<file path="config.mk">
export PLATFORM = sky130hd
export DESIGN_NAME = spi_full_duplex
export DESIGN_NICKNAME = d
export VERILOG_FILES = /design/src/rtl/spi_pkg.sv /design/src/rtl/spi_clk_gen.sv /design/src/rtl/spi_full_duplex.sv
export SDC_FILE = /design/constraint.sdc
export NUM_CORES = 1
export LEC_CHECK = 0
export BUFFER_PORTS_ARGS = -buffer_cell sky130_fd_sc_hd__buf_2
export CORE_MARGIN = 1.5
export CORE_UTILIZATION = 31
export DETAILED_ROUTE_END_ITERATION = 12
export GPL_TIMING_DRIVEN = 0
export PLACE_DENSITY = 0.51
export RECOVER_POWER = 50
export SYNTH_ARGS = -nofsm -noshare
export SYNTH_HDL_FRONTEND = slang
export SYNTH_SLANG_ARGS = --single-unit
</file>
<file path="constraint.sdc">
create_clock -name clk -period 1.7 [get_ports clk]
set_input_delay 0.34 -clock clk [delete_from_list [all_inputs] [get_ports clk]]
set_output_delay 0.34 -clock clk [all_outputs]
set_load 0.02 [all_outputs]
</file>
<file path="src/rtl/spi_pkg.sv">
// Shared definitions for the SPI full-duplex master:
// FSM state encoding and the default sclk divider.
package spi_pkg;

    localparam int unsigned SPI_CLK_DIV = 4;

    localparam logic [1:0] ST_IDLE = 2'd0;
    localparam logic [1:0] ST_XFER = 2'd1;
    localparam logic [1:0] ST_DONE = 2'd2;

endpackage

</file>
<file path="src/rtl/spi_clk_gen.sv">
// sclk generator: toggles sclk every CLK_DIV clk cycles while enabled,
// with one-clk strobes on the edges where sclk rises or falls.
module spi_clk_gen
    import spi_pkg::*;
#(
    parameter int unsigned CLK_DIV = SPI_CLK_DIV
) (
    input  logic clk_i,
    input  logic rst_ni,
    input  logic en_i,
    output logic sclk_o,
    output logic rise_o,
    output logic fall_o
);

    logic [7:0] div_q, div_d;
    logic       sclk_q, sclk_d;
    logic       tick;

    assign tick   = en_i && (div_q == 8'(CLK_DIV - 1));
    assign rise_o = tick && !sclk_q;
    assign fall_o = tick && sclk_q;
    assign sclk_o = sclk_q;

    always_comb begin
        div_d  = div_q;
        sclk_d = sclk_q;
        if (!en_i) begin
            div_d  = 8'd0;
            sclk_d = 1'b0;
        end else if (tick) begin
            div_d  = 8'd0;
            sclk_d = ~sclk_q;
        end else begin
            div_d = div_q + 8'd1;
        end
    end

    always_ff @(posedge clk_i or negedge rst_ni) begin
        if (!rst_ni) begin
            div_q  <= 8'd0;
            sclk_q <= 1'b0;
        end else begin
            div_q  <= div_d;
            sclk_q <= sclk_d;
        end
    end

endmodule

</file>
<file path="src/rtl/spi_full_duplex.sv">
// SPI master, mode 1 (CPOL=0, CPHA=1), one byte per transfer,
// full duplex: shifts data out on sclk rise and miso in on sclk fall.
module spi_full_duplex
    import spi_pkg::*;
#(
    parameter int unsigned CLK_DIV = SPI_CLK_DIV
) (
    input  logic       clk,
    input  logic       rst,
    input  logic [7:0] data,
    input  logic       tx_en,
    input  logic       miso,
    output logic       mosi,
    output logic       sclk,
    output logic       cs,
    output logic [7:0] dout,
    output logic       done_rx
);

    logic [1:0] state_q, state_d;
    logic [7:0] tx_q, tx_d;
    logic [7:0] rx_q, rx_d;
    logic [7:0] dout_q, dout_d;
    logic [2:0] bit_q, bit_d;
    logic       cs_q, cs_d;
    logic       mosi_q, mosi_d;
    logic       done_q, done_d;
    logic       gen_en, sclk_rise, sclk_fall;

    assign gen_en = (state_q == ST_XFER);

    spi_clk_gen #(
        .CLK_DIV(CLK_DIV)
    ) u_clk_gen (
        .clk_i (clk),
        .rst_ni(rst),
        .en_i  (gen_en),
        .sclk_o(sclk),
        .rise_o(sclk_rise),
        .fall_o(sclk_fall)
    );

    always_comb begin
        state_d = state_q;
        tx_d    = tx_q;
        rx_d    = rx_q;
        dout_d  = dout_q;
        bit_d   = bit_q;
        cs_d    = cs_q;
        mosi_d  = mosi_q;
        done_d  = 1'b0;
        unique case (1'b1)
            (state_q == ST_IDLE): begin
                cs_d   = 1'b1;
                mosi_d = 1'b0;
                bit_d  = 3'd0;
                if (tx_en) begin
                    state_d = ST_XFER;
                    tx_d    = data;
                    rx_d    = 8'h00;
                    cs_d    = 1'b0;
                end
            end
            (state_q == ST_XFER): begin
                if (sclk_rise) begin
                    mosi_d = tx_q[7];
                    tx_d   = {tx_q[6:0], 1'b0};
                end
                // The 8th falling edge closes the byte.
                if (sclk_fall) begin
                    rx_d  = {rx_q[6:0], miso};
                    bit_d = bit_q + 3'd1;
                    if (bit_q == 3'd7) begin
                        state_d = ST_DONE;
                    end
                end
            end
            (state_q == ST_DONE): begin
                dout_d  = rx_q;
                done_d  = 1'b1;
                cs_d    = 1'b1;
                mosi_d  = 1'b0;
                state_d = ST_IDLE;
            end
            default: begin
                state_d = ST_IDLE;
            end
        endcase
    end

    always_ff @(posedge clk or negedge rst) begin
        if (!rst) begin
            state_q <= ST_IDLE;
            tx_q    <= 8'h00;
            rx_q    <= 8'h00;
            dout_q  <= 8'h00;
            bit_q   <= 3'd0;
            cs_q    <= 1'b1;
            mosi_q  <= 1'b0;
            done_q  <= 1'b0;
        end else begin
            state_q <= state_d;
            tx_q    <= tx_d;
            rx_q    <= rx_d;
            dout_q  <= dout_d;
            bit_q   <= bit_d;
            cs_q    <= cs_d;
            mosi_q  <= mosi_d;
            done_q  <= done_d;
        end
    end

    assign mosi    = mosi_q;
    assign cs      = cs_q;
    assign dout    = dout_q;
    assign done_rx = done_q;

endmodule

</file>
== Word-level counts from Yosys, hierarchy flattened ==
Index checks and enable logic that the tools add are counted.
Cells by class
  add/sub/neg operators: 2
  multiply operators: 0
  divide/modulo/power cells: 0
  $lt $le $gt $ge: 0
  equality and inequality tests: 9
  shift operators: 0
  multiplexer cells: 21
  bitwise gates (word level): 1
  reductions and logical operators: 14
Operators with widths (count)
  two-way mux 8 bit: 6
  case mux 8 bit (2 select lines): 2
  inequality test 2 bit (second input constant): 5
  AND reduction 3 bit: 3
  adder 8 x 1 -> 8 bit (second input constant): 1
  == test 8 x 2 -> 1 bit (second input constant): 1
  two-way mux 2 bit: 3
  case mux 3 bit (2 select lines): 1
  nonzero test 2 bit: 3
  two-way mux 1 bit: 5
  case mux 1 bit (2 select lines): 2
  case mux 2 bit (2 select lines): 1
  AND reduction 2 bit: 2
  adder 3 x 1 -> 3 bit (second input constant): 1
  == test 3 bit (second input constant): 1
  logical AND 1 bit: 3
  two-way mux 3 bit: 1
  == test 2 x 1 -> 1 bit (second input constant): 1
  == test 2 bit (second input constant): 1
  zero test 2 bit: 1
  OR reduction 2 bit: 1
  zero test 1 bit: 1
  inverter 1 bit: 1
Word-level totals
  bits in registers: 41
  latch bits: 0
  bits in writable memories: 0
  bits in read-only memories: 0
  bits of input ports: 12
  memories: 0

== Logic depth before layout (Yosys ltp) ==
  word-level depth: 5
  gate-level depth with buffers: 6

== Modules after synthesis ==
From an unflattened synthesis, not the netlist that was laid out.
Second synthesis, totals
  cells, all modules: 174
  area, all modules: 1928.1 um^2
By module, submodules not included
  spi_full_duplex: times used 1, cells an instance 129, area an instance 1490.2 um^2
  spi_clk_gen: times used 1, cells an instance 45, area an instance 437.9 um^2

== Worst setup path before layout ==
OpenSTA, ideal clock, no wires.
  path type: register to register
  start point: reg u_clk_gen.div_q[0]
  end point: reg tx_q[1]
  setup time: 68 ps
  data arrival time: 1794 ps
  required time: 1632 ps
  setup slack: -162 ps
  cell stages (with the launch flop): 6
  buffers on the path: 1
  clock period less this slack: 1862 ps
  path through: dfrtp_1 > ha_1 > or3b_2 > clkbuf_1 > o41ai_4 > o221a_1
On the way
  longest elaborated chain between the ends: 5
RTL lines
  from (decl): RTL line spi_clk_gen.sv:16  | logic [7:0] div_q, div_d;
  from (signal assigned): RTL line spi_clk_gen.sv:44  | div_q <= div_d;
  == test 8 x 2 -> 1 bit: RTL line spi_clk_gen.sv:20  | assign tick = en_i && (div_q == 8'(CLK_DIV - 1));
  logical AND 1 bit: RTL line spi_clk_gen.sv:20
  logical AND 1 bit: RTL line spi_clk_gen.sv:21  | assign rise_o = tick && !sclk_q;
  inequality test 2 bit (no line)
  AND reduction 3 bit (no line)
  to (signal assigned): RTL line spi_full_duplex.sv:103  | tx_q <= tx_d;
  to (decl): RTL line spi_full_duplex.sv:21  | logic [7:0] tx_q, tx_d;
No other way between the ends.
A chain may end at the register's enable or synchronous reset.

== Worst setup path after layout ==
  start point: reg u_clk_gen.div_q[3]
  end point: reg tx_q[4]
Same word-level chain as after synthesis.

==> reports/results.tsv <==
metric	value	unit
end of the worst register-to-register path	tx_q[4]	
number of detailed-route iterations in the first pass	4	
die outline area	6366	um2
Peak supply drop	0.0002895	V
synthesis-to-layout area growth	23.55	%
Unique masters post-synth	31	
Internal Dissipation	1296	uW
initial antenna violation count	0	
total of hold buffers inserted after clock tree synthesis	0	
maximum number of pins on one net before global-route repair	42	
register clock-pin slew on the reported worst setup and hold paths	0.08	ns
proportion of power drawn by combinational gates	3.0	%
core area	5608	um2
vias in the first global route	1308	
reg2reg setup slack	-0.006	ns
via/cell ratio	4.749	
number of nets in the synthesized netlist	185	
final standard cell count with taps included and fillers excluded	283	
Setup crit end kind	flip-flop	
DR top layer	met4	
flops & latches, synth	41	
Total Power	1646	uW
most common library cells after synthesis	dfrtp_1 (40), nand2_1 (20), inv_1 (15), o21ai_0 (14), mux2i_1 (11)	
unrepaired setup endpoints after global routing	true	
met3 routed WL	186	um
predominant post-synthesis flop cell	dfrtp_1	
cell count after placement	265	
worst slew margin relative to its limit	30.60	%
utilization of the core after routing	40.27	%
number of enable-type register cells in the synthesized netlist	0	
Final Slew Violations	0	
final critical delay including setup and external delays	1.706	ns
final worst path period share	100.4	%
reported leakage power	0.001156	uW
met1 routed wirelength after detailed routing	1.586	mm
Arrival @ worst endpoint	1.93	ns
most repeated cell in the gate-level netlist after synthesis	dfrtp_1	
Worst Setup Path Type	flip-flop to flip-flop	
global-route wire length before repair	5.947	mm
violations in the final reports	negative setup slack	
run status	finished with violations	
average cell area after synthesis	10.75	um2
share of flip-flops with an asynchronous set or reset	100.0	%
H-tree depth	2	
vertical extent of the die	79.79	um
CP max-delay cell	or4_4	
Met2 Routed Length	1.723	mm
IO buf count	23	
summed instance area of the synthesized netlist	1828	um2
hold slack final	0.2267	ns
post-synth top area share	54.76	%
worst setup timing slack at the placement stage	-0.3315	ns
number of antenna-violating nets in the routed design	0	
wire length per cell	12.52	um
global placer's final weighted congestion	0.6972	
total number of nets in the final design	225	
total setup violations reported at the end of the flow	1	
sequential fraction of the synthesis area	56.19	%
number of antenna repair diodes	0	
r2r startpoint	u_clk_gen.div_q[3]	
Bufs on Longest Clock Path	2	
Initial DRC Count	66	
TritonCTS buffer count	5	
Power Density	728.9	nW/um2
total routing resource utilization after global routing	12.21	%
total of fill cells in the finished design	591	
I/O pin cnt	24	
cell type contributing the most total cell area after synthesis	dfrtp_1	
cell-by-cell trace of the critical path	or4_4, o41ai_4, buf_4, o221a_1	
number of remaining DRC errors	0	
sequential power share	60.2	%
Routed Wire Length	3.544	mm
transition time of the tightest slew-check pin	1.041	ns
number of max-capacitance violations reported	0	
layout cell share with drive strength beyond 1	30.33	%
overall via count from detail_route	1344	
worst r2r path cells	4	
biggest area contributors in the synthesized netlist	dfrtp_1 (55%), mux2i_1 (6.0%), o221a_1 (4.3%)	
final number of hold-violating endpoints	0	
CP peak stage delay	0.56	ns
part of the power in the clock network	36.7	%
net switching component of the power	350.5	uW
switching share of power	21.29	%
final worst setup slack	-0.006035	ns
die width	79.79	um
number of warnings issued by yosys	0	
standard-cell row count	27	
initial standard-cell utilization of the core	32.60	%
CTS tree	done	
gate count after technology mapping	170	
cell chosen for the clock root	clkbuf_8	
startpoint class of the critical path	flip-flop	
required time of the critical path	1.92	ns
maximum operating frequency	586.2	MHz
maximum fanout count along the critical path	7	
path class of the lowest-slack min-delay path	primary input to async pin	
post-route clock skew	0.007586	ns
total congestion overflow after global routing	0	
clock latency of the later-clocked register in the worst-skew pair	0.29	ns
sum of net half-perimeters after detailed placement	2.323	mm
clock tree sinks	41	
==> cell families (layout without fill, tap and decap cells) <==
logic type,Yosys count,after routing,share of synthesized area (%)
xor+xnor,3,3,1.438
simple gates,56,56,15.74
fa+ha+maj,3,3,2.054
mux,12,12,6.639
flops,41,41,56.19
compound gates,31,31,12.87
buf+inv,24,65,5.065
==> metrics by stage <==
| step | cell area [um2] | setup TNS, ns |
|---|---|---|
| 3_5_place_dp | 2048 | -7.226 |
| 6_report | 2258 | -0.006035 |
| 4_1_cts | 2240 | -0.5123 |
| 2_1_floorplan | 1843 | -0.8226 |
| 3_3_place_gp | 2048 | -7.208 |
| 5_1_grt | 2258 | -0.3345 |
==> placed cells by master, fill, tap and decap left out, types with 2 or more instances in the layout <==
master and instances:
clkbuf_8 5, mux2i_1 11, clkbuf_1 7, or2_2 7
xor2_1 2, dfrtp_2 3, a21oi_1 4, or3_1 3
clkbuf_2 2, nor2_1 5, o221a_1 7, nand4_1 3
ha_1 2, dfrtp_1 37, o21ai_0 14, buf_4 14
nand3_1 6, nor4_1 2, nand2b_1 2, buf_2 21
inv_1 15, nand2_1 20, o311ai_0 2
==> power by group through the flow <==
stage          logic, uW  clock network [uW]  registers (uW)
3_3_place_gp        51.6                   0            1010
6_report            49.7                 605             992
2_1_floorplan       14.5                   0            1010
5_1_grt             59.6                 684             993
4_1_cts             52.4                 636             991
3_5_place_dp        52.7                   0            1010
==> registers in the layout (all words and copies together), names as in the netlist <==
name,count
u_clk_gen.sclk_o,1
cs,1
state_q,2
tx_q,8
u_clk_gen.div_q,8
mosi,1
dout,8
bit_q,3
done_rx,1
rx_q,8
==> layout make-up <==
| cell class | instances | area, um2 | area share, % |
|---|---|---|---|
| flip-flops and latches | 41 | 1031 | 45.65 |
| inverters | 15 | 56.30 | 2.493 |
| plain buffers | 5 | 27.53 | 1.219 |
| well taps | 72 | 90.09 | 3.989 |
| repair buffers | 37 | 215.2 | 9.529 |
| clock buffers | 8 | 80.08 | 3.546 |
| multi-input cells | 105 | 758.2 | 33.57 |
==> worst max path at each step <==
stage,startpoint,end,slack (ns)
3_5_place_dp,u_clk_gen.div_q[0],tx_q[1],-0.33
3_3_place_gp,u_clk_gen.div_q[0],tx_q[3],-0.32
6_report,u_clk_gen.div_q[3],tx_q[4],-0.006
5_1_grt,u_clk_gen.div_q[5],tx_q[3],-0.06
4_1_cts,u_clk_gen.div_q[3],tx_q[4],-0.07
2_1_floorplan,u_clk_gen.div_q[0],tx_q[1],-0.12
==> critical path, delay by kind of cell, from the launching register on <==
kind	cells	cell delay (ns)
flip-flops	1	0.41
AO/OA/AOI/OAI	2	0.48
AND/OR/NAND/NOR	1	0.56
buffers and inverters	1	0.20
==> repair_timing <==
item,in CTS,in global routing
pin swaps,8,4
setup endpoints to repair,37,25
gates resized for setup,13,4
setup buffers,9,5
==> metal layers <==
layer | up-vias | track usage, %
li1 | 667 | -
met1 | 636 | 14.95
met2 | 35 | 20.08
met3 | 6 | 4.114
met4 | 0 | 4.138
met5 | - | 0
(Power assumes the default switching activity.)
